## config.mk

```make
export PLATFORM = sky130hd
export DESIGN_NAME = rca_config_responder_flat
export DESIGN_NICKNAME = d
export VERILOG_FILES = /design/src/rtl/rca_config_responder_pkg.sv /design/src/rtl/rca_config_responder_if.sv /design/src/rtl/rca_config_responder_addr_table.sv /design/src/rtl/rca_config_responder.sv /design/src/flat_wrapper.sv
export SDC_FILE = /design/constraint.sdc
export NUM_CORES = 1
export LEC_CHECK = 0
export CAP_MARGIN = 15
export CORE_ASPECT_RATIO = 0.8
export CORE_MARGIN = 2
export CORE_UTILIZATION = 29
export CTS_CLUSTER_DIAMETER = 60
export DETAILED_ROUTE_END_ITERATION = 10
export PLACE_DENSITY = 0.47
export SETUP_SLACK_MARGIN = 0.05
export SLEW_MARGIN = 10
export SYNTH_ARGS = -nofsm -noshare
export SYNTH_HDL_FRONTEND = slang
export SYNTH_SLANG_ARGS = --single-unit
export TNS_END_PERCENT = 50
```

## constraint.sdc

```tcl
create_clock -name clk -period 1.7 [get_ports clk]
set_input_delay 0.255 -clock clk [delete_from_list [all_inputs] [get_ports clk]]
set_output_delay 0.255 -clock clk [all_outputs]
set_load 0.05 [all_outputs]
```

## src/rtl/rca_config_responder_pkg.sv

```systemverilog
// Shared types for the RCA config responder: FSM states, request bundle, range helper.
// Widths here match the default top-level parameters (5 read ports, 3-bit ids).
package rca_config_pkg;

    localparam int RCA_ADDR_W = 5;
    localparam int RCA_SEL_W  = 3;
    localparam int RCA_ID_W   = 3;

    typedef enum logic [1:0] {
        IDLE  = 2'd0,
        DRAIN = 2'd1,
        APPLY = 2'd2
    } rca_cfg_state_t;

    typedef struct packed {
        logic                  commit;
        logic [RCA_SEL_W-1:0]  port_sel;
        logic                  src_dest;
        logic [RCA_ADDR_W-1:0] reg_addr;
        logic [RCA_ID_W-1:0]   id;
    } rca_cfg_req_t;

    function automatic logic sel_in_range(input logic [RCA_SEL_W-1:0] sel,
                                          input int unsigned depth);
        return 32'(sel) < depth;
    endfunction

endpackage

```

## src/rtl/rca_config_responder_if.sv

```systemverilog
// Config request/completion bundle between the issue side (master) and the responder (slave).
// Completion signals carry no backpressure.
interface rca_cfg_if #(
    parameter int SEL_W = 3,
    parameter int ID_W  = 3
);
    logic             cfg_valid;
    logic             cfg_ready;
    logic             cfg_commit;
    logic [SEL_W-1:0] cfg_port_sel;
    logic             cfg_src_dest;
    logic [4:0]       cfg_reg_addr;
    logic [ID_W-1:0]  cfg_id;
    logic             done;
    logic [ID_W-1:0]  done_id;
    logic             done_err;

    modport master (
        output cfg_valid, cfg_commit, cfg_port_sel, cfg_src_dest, cfg_reg_addr, cfg_id,
        input  cfg_ready, done, done_id, done_err
    );

    modport slave (
        input  cfg_valid, cfg_commit, cfg_port_sel, cfg_src_dest, cfg_reg_addr, cfg_id,
        output cfg_ready, done, done_id, done_err
    );
endinterface

```

## src/rtl/rca_config_responder_addr_table.sv

```systemverilog
// Shadow/active register-address table: writes land in shadow, apply copies shadow to active.
// Latency: shadow write and apply both take effect at the next edge; no backpressure.
// Flow control: none; the caller gates wr_en to in-range, accepted writes.
module rca_addr_table
    import rca_config_pkg::*;
#(
    parameter int DEPTH = 5,
    parameter int SEL_W = 3
) (
    input  logic                        clk,
    input  logic                        rst_n,
    input  logic                        wr_en,
    input  logic [SEL_W-1:0]            wr_sel,
    input  logic [RCA_ADDR_W-1:0]       wr_addr,
    input  logic                        apply,
    output logic [DEPTH*RCA_ADDR_W-1:0] active_flat
);

    logic [DEPTH-1:0][RCA_ADDR_W-1:0] shadow_q, shadow_d;
    logic [DEPTH-1:0][RCA_ADDR_W-1:0] active_q, active_d;

    always_comb begin
        shadow_d = shadow_q;
        active_d = active_q;
        for (int i = 0; i < DEPTH; i++) begin
            if (wr_en && (wr_sel == SEL_W'(i))) begin
                shadow_d[i] = wr_addr;
            end
        end
        // Apply takes the pre-write shadow; the FSM never overlaps a write with apply.
        if (apply) begin
            active_d = shadow_q;
        end
    end

    always_ff @(posedge clk or negedge rst_n) begin
        if (!rst_n) begin
            shadow_q <= '0;
            active_q <= '0;
        end else begin
            shadow_q <= shadow_d;
            active_q <= active_d;
        end
    end

    assign active_flat = active_q;

endmodule

```

## src/rtl/rca_config_responder.sv

```systemverilog
// Config responder: table writes into shadow maps, commits copy shadow->active once RCA drains.
// Latency: write done 1 cycle after accept; commit done 3 cycles after accept plus busy cycles.
// Backpressure: cfg_ready low outside IDLE; done is a one-cycle pulse with no backpressure.
module rca_config_responder
    import rca_config_pkg::*;
#(
    parameter int NUM_READ_PORTS  = 5,
    parameter int NUM_WRITE_PORTS = 2,
    parameter int ID_W            = 3
) (
    input  logic                            clk,
    input  logic                            rst_n,
    rca_cfg_if.slave                        cfg,
    input  logic                            rca_busy,
    output logic                            rca_lock,
    output logic [NUM_READ_PORTS*5-1:0]     src_addrs,
    output logic [NUM_WRITE_PORTS*5-1:0]    dest_addrs
);

    localparam int SEL_W = $clog2(NUM_READ_PORTS);

    rca_cfg_state_t  state_q, state_d;
    logic [ID_W-1:0] id_q, id_d;
    logic            done_q, done_d;
    logic [ID_W-1:0] done_id_q, done_id_d;
    logic            done_err_q, done_err_d;
    logic            lock_q, lock_d;

    rca_cfg_req_t req;
    logic         accept;
    logic         sel_ok;
    logic         wr_src;
    logic         wr_dst;

    always_comb begin
        req.commit   = cfg.cfg_commit;
        req.port_sel = cfg.cfg_port_sel;
        req.src_dest = cfg.cfg_src_dest;
        req.reg_addr = cfg.cfg_reg_addr;
        req.id       = cfg.cfg_id;
    end

    assign accept = cfg.cfg_valid && (state_q == IDLE);
    assign sel_ok = req.src_dest ? sel_in_range(req.port_sel, NUM_WRITE_PORTS)
                                 : sel_in_range(req.port_sel, NUM_READ_PORTS);
    assign wr_src = accept && !req.commit && !req.src_dest && sel_ok;
    assign wr_dst = accept && !req.commit &&  req.src_dest && sel_ok;

    always_comb begin
        state_d    = state_q;
        id_d       = id_q;
        done_d     = 1'b0;
        done_id_d  = done_id_q;
        done_err_d = 1'b0;
        case (state_q)
            IDLE: begin
                if (accept) begin
                    if (req.commit) begin
                        id_d    = req.id;
                        state_d = DRAIN;
                    end else begin
                        done_d     = 1'b1;
                        done_id_d  = req.id;
                        done_err_d = !sel_ok;
                    end
                end
            end
            DRAIN: begin
                if (!rca_busy) begin
                    state_d = APPLY;
                end
            end
            APPLY: begin
                // Tables copy shadow->active on this same edge, so done lines up with the new maps.
                state_d   = IDLE;
                done_d    = 1'b1;
                done_id_d = id_q;
            end
            default: state_d = IDLE;
        endcase
        lock_d = (state_d != IDLE);
    end

    always_ff @(posedge clk or negedge rst_n) begin
        if (!rst_n) begin
            state_q    <= IDLE;
            id_q       <= '0;
            done_q     <= 1'b0;
            done_id_q  <= '0;
            done_err_q <= 1'b0;
            lock_q     <= 1'b0;
        end else begin
            state_q    <= state_d;
            id_q       <= id_d;
            done_q     <= done_d;
            done_id_q  <= done_id_d;
            done_err_q <= done_err_d;
            lock_q     <= lock_d;
        end
    end

    assign cfg.cfg_ready = (state_q == IDLE);
    assign cfg.done      = done_q;
    assign cfg.done_id   = done_id_q;
    assign cfg.done_err  = done_err_q;
    assign rca_lock      = lock_q;

    rca_addr_table #(
        .DEPTH (NUM_READ_PORTS),
        .SEL_W (SEL_W)
    ) u_src_table (
        .clk         (clk),
        .rst_n       (rst_n),
        .wr_en       (wr_src),
        .wr_sel      (req.port_sel),
        .wr_addr     (req.reg_addr),
        .apply       (state_q == APPLY),
        .active_flat (src_addrs)
    );

    rca_addr_table #(
        .DEPTH (NUM_WRITE_PORTS),
        .SEL_W (SEL_W)
    ) u_dest_table (
        .clk         (clk),
        .rst_n       (rst_n),
        .wr_en       (wr_dst),
        .wr_sel      (req.port_sel),
        .wr_addr     (req.reg_addr),
        .apply       (state_q == APPLY),
        .active_flat (dest_addrs)
    );

endmodule
```

## src/flat_wrapper.sv

```systemverilog
// flat-port wrapper written by rule: the top's interface ports become plain ports
module rca_config_responder_flat import rca_config_pkg::*;
#(
    parameter int NUM_READ_PORTS  = 5,
    parameter int NUM_WRITE_PORTS = 2,
    parameter int ID_W            = 3
)
  (clk, rst_n, rca_busy, rca_lock, src_addrs, dest_addrs, cfg_cfg_valid, cfg_cfg_commit, cfg_cfg_port_sel, cfg_cfg_src_dest, cfg_cfg_reg_addr, cfg_cfg_id, cfg_cfg_ready, cfg_done, cfg_done_id, cfg_done_err);
  rca_cfg_if #(.ID_W(ID_W)) cfg_i ();
  input  logic clk;
  input  logic rst_n;
  input  logic rca_busy;
  output logic rca_lock;
  output logic [NUM_READ_PORTS*5-1:0] src_addrs;
  output logic [NUM_WRITE_PORTS*5-1:0] dest_addrs;
  input wire logic [$bits(cfg_i.cfg_valid)-1:0] cfg_cfg_valid;
  input wire logic [$bits(cfg_i.cfg_commit)-1:0] cfg_cfg_commit;
  input wire logic [$bits(cfg_i.cfg_port_sel)-1:0] cfg_cfg_port_sel;
  input wire logic [$bits(cfg_i.cfg_src_dest)-1:0] cfg_cfg_src_dest;
  input wire logic [$bits(cfg_i.cfg_reg_addr)-1:0] cfg_cfg_reg_addr;
  input wire logic [$bits(cfg_i.cfg_id)-1:0] cfg_cfg_id;
  output wire logic [$bits(cfg_i.cfg_ready)-1:0] cfg_cfg_ready;
  output wire logic [$bits(cfg_i.done)-1:0] cfg_done;
  output wire logic [$bits(cfg_i.done_id)-1:0] cfg_done_id;
  output wire logic [$bits(cfg_i.done_err)-1:0] cfg_done_err;
  assign cfg_i.cfg_valid = cfg_cfg_valid;
  assign cfg_i.cfg_commit = cfg_cfg_commit;
  assign cfg_i.cfg_port_sel = cfg_cfg_port_sel;
  assign cfg_i.cfg_src_dest = cfg_cfg_src_dest;
  assign cfg_i.cfg_reg_addr = cfg_cfg_reg_addr;
  assign cfg_i.cfg_id = cfg_cfg_id;
  assign cfg_cfg_ready = cfg_i.cfg_ready;
  assign cfg_done = cfg_i.done;
  assign cfg_done_id = cfg_i.done_id;
  assign cfg_done_err = cfg_i.done_err;
  rca_config_responder #(.NUM_READ_PORTS(NUM_READ_PORTS), .NUM_WRITE_PORTS(NUM_WRITE_PORTS), .ID_W(ID_W)) u_core (.clk(clk), .rst_n(rst_n), .cfg(cfg_i), .rca_busy(rca_busy), .rca_lock(rca_lock), .src_addrs(src_addrs), .dest_addrs(dest_addrs));
endmodule
```

==> metrics.txt <==
met2 wire len 2870 um; Synth Register Bits 81; crit path launch type input pin; Post-DRT Antenna Nets 0; CTS Buffer Depth 2; WL final 6480 um; Clock Pin Slew Worst Setup and Hold Paths 60 ps; required time worst endpoint 1920 ps; leakage power 2.07 nW; commonest cells after routing, fill and taps aside mux2_2, dfrtp_1, buf_4, clkdlybuf4s50_1, clkbuf_16; largest net degree at the start of global routing 36; FP Rows 33; Clock Latency Late Sink 330 ps; Max transition margin 71.9%; Slew Limit Fails 0; Distinct cells, synth 16; Nets 290; core region area 10300 um2; mapped cell area 3100 um2; global router's overall resource usage 12.4%; Worst Slack Setup Final 125 ps; synthesis-to-layout area growth 37.6%; num ports 59; Num CTS Buffers 9; first-pass GRT wire length 10400 um; worst hold slack 392 ps; # DRC 0; width of the die 120 um; fin crit share slightly above 90%; Synth Warn # 0; vias in the first global route 1925; H-tree depth 3; pre-CTS setup slack -293 ps; ant diodes 0; status complete, no violations; detailed-routing wirelength on met1 3130 um; Die ar. 11500 um2; Final Non-Filler Cells 418; crit path capture type flop; crit path max fanout 8; Setup Skew 3.30 ps; root cell of the clock tree clkbuf_16; Final Hold Fails 0; synthesized instance count 190; GPL Wtd Cong 0.740; Die H 96.4 um; worst hold path class in2async; # port buffers 58; Setup violations, final 0; pwr dens 1760 nW/um2; sequential share of the synthesized area roughly 65%; Placed Cells 399; fin crit period 1570 ps; maximum capacitance violations 0; Mean Syn Cell Area 16.3 um2; met3 WL 383 um; routed via count 1831; CP Class in2reg; CTS tree done; initial antenna violation count 0; share of cells above drive strength 1 58.3%; post-DP HPWL 4420 um; Routed WL per cell 15.5 um; first-pass iteration count of the detailed router 4; top sig layer met4; total grt overflow 0; Peak VDD IR 0.837 mV; Vias/cell 4.38; Data arrival, critical path 1790 ps; RSZ-0062 raised after global routing yes; Sink Count roughly 80; FMAX 0.635 GHz; Starting Density between 30% and 40%; worst slew pin tran 421 ps; DR iter-0 viols 68; syn nets 207
worst max-delay path, cell delays in order:
cell and delay [ps]:
clkdlybuf4s50_1 480, nor4b_4 320, buf_6 160, nand4b_1 130, buf_6 170, mux2_2 260
Yosys cell counts:
cell      number  area, um2
mux2_2        79        890
nor4b_4        1       23.8
nand3_1        1       5.00
nor2_1         5       18.8
and3_1         1       6.26
o21ai_0        2       10.0
inv_1          2       7.51
clkbuf_1       1       3.75
nand2b_1       3       18.8
nand2_1        1       3.75
buf_2          4       20.0
nand4_1        3       18.8
dfrtp_1       81       2030
a31o_2         1       8.76
a21oi_1        2       10.0
nand4b_1       3       26.3
flip-flops by register name, summed over array words and instances, names as in the netlist:
register,flops
u_core.cfg.done_err,1
u_core.cfg.done,1
u_core.cfg.done_id,3
u_core.u_dest_table.shadow_q,10
u_core.id_q,3
u_core.u_src_table.active_flat,25
u_core.state_q,2
u_core.u_dest_table.active_flat,10
u_core.u_src_table.shadow_q,25
u_core.rca_lock,1
layout make-up:
class,count,area [um2]
fillers,976,6060
flip-flops and latches,81,2030
multi-input cells,102,1050
repair buffers,77,671
clock buffers,11,253
well taps,140,175
clock inverters,5,77.6
inverters,2,7.51
layer usage:
layer	up-vias	GRT usage, %
li1	851	-
met1	921	16.4
met5	-	0
met2	49	18.7
met3	10	4.64
met4	0	4.71
worst paths after layout:
kind / from / endpoint / slack [ps] / cells past startpoint
max: cfg_cfg_commit / u_core.u_src_table.shadow_q[14]$_DFFE_PN0P_ / 130 / 6
min: rst_n / u_core.id_q[2]$_DFFE_PN0P_ / 390 / 2
max reg2reg: u_core.state_q[1]$_DFF_PN0_ / u_core.u_src_table.shadow_q[14]$_DFFE_PN0P_ / 140 / 5
min reg2reg: u_core.u_src_table.shadow_q[18]$_DFFE_PN0P_ / u_core.u_src_table.active_flat[18]$_DFFE_PN0P_ / 490 / 1
max in group asynchronous: rst_n / u_core.u_src_table.shadow_q[0]$_DFFE_PN0P_ / 780 / 3
min in group clk: u_core.u_src_table.shadow_q[18]$_DFFE_PN0P_ / u_core.u_src_table.active_flat[18]$_DFFE_PN0P_ / 490 / 1
power breakdown:
group / internal, mW / switching, mW
logic: 0.955 / 1.67
registers: 2.47 / 0.289
clock network: 1.36 / 0.748
repair_timing:
action,in CTS,in global routing
buffers inserted,0,2
hold buffers,1,0
endpoints found under the hold margin,26,0
pin swaps,1,2
endpoints found under the setup margin,5,35
resized for setup,0,6
cells by family after synthesis:
kind of cell	after synthesis	share of synthesized area, %
compound gates	5	0.929
buf+inv	7	1.01
flops	81	65.4
mux	79	28.7
simple gates	18	3.92
through the flow:
step / power, mW / TNS, ps / util, % / instance area, um2
2_1_floorplan: 4.54 / 0 / - / 3110
3_3_place_gp: 5.42 / -6550 / 37.7 / 3890
3_5_place_dp: 5.44 / -7500 / 37.7 / 3890
4_1_cts: 7.59 / 0 / 41.0 / 4230
5_1_grt: 7.86 / 0 / 41.3 / 4260
6_report: 7.49 / 0 / 41.3 / 4260
No activity file was read; power rests on OpenSTA's default activity.
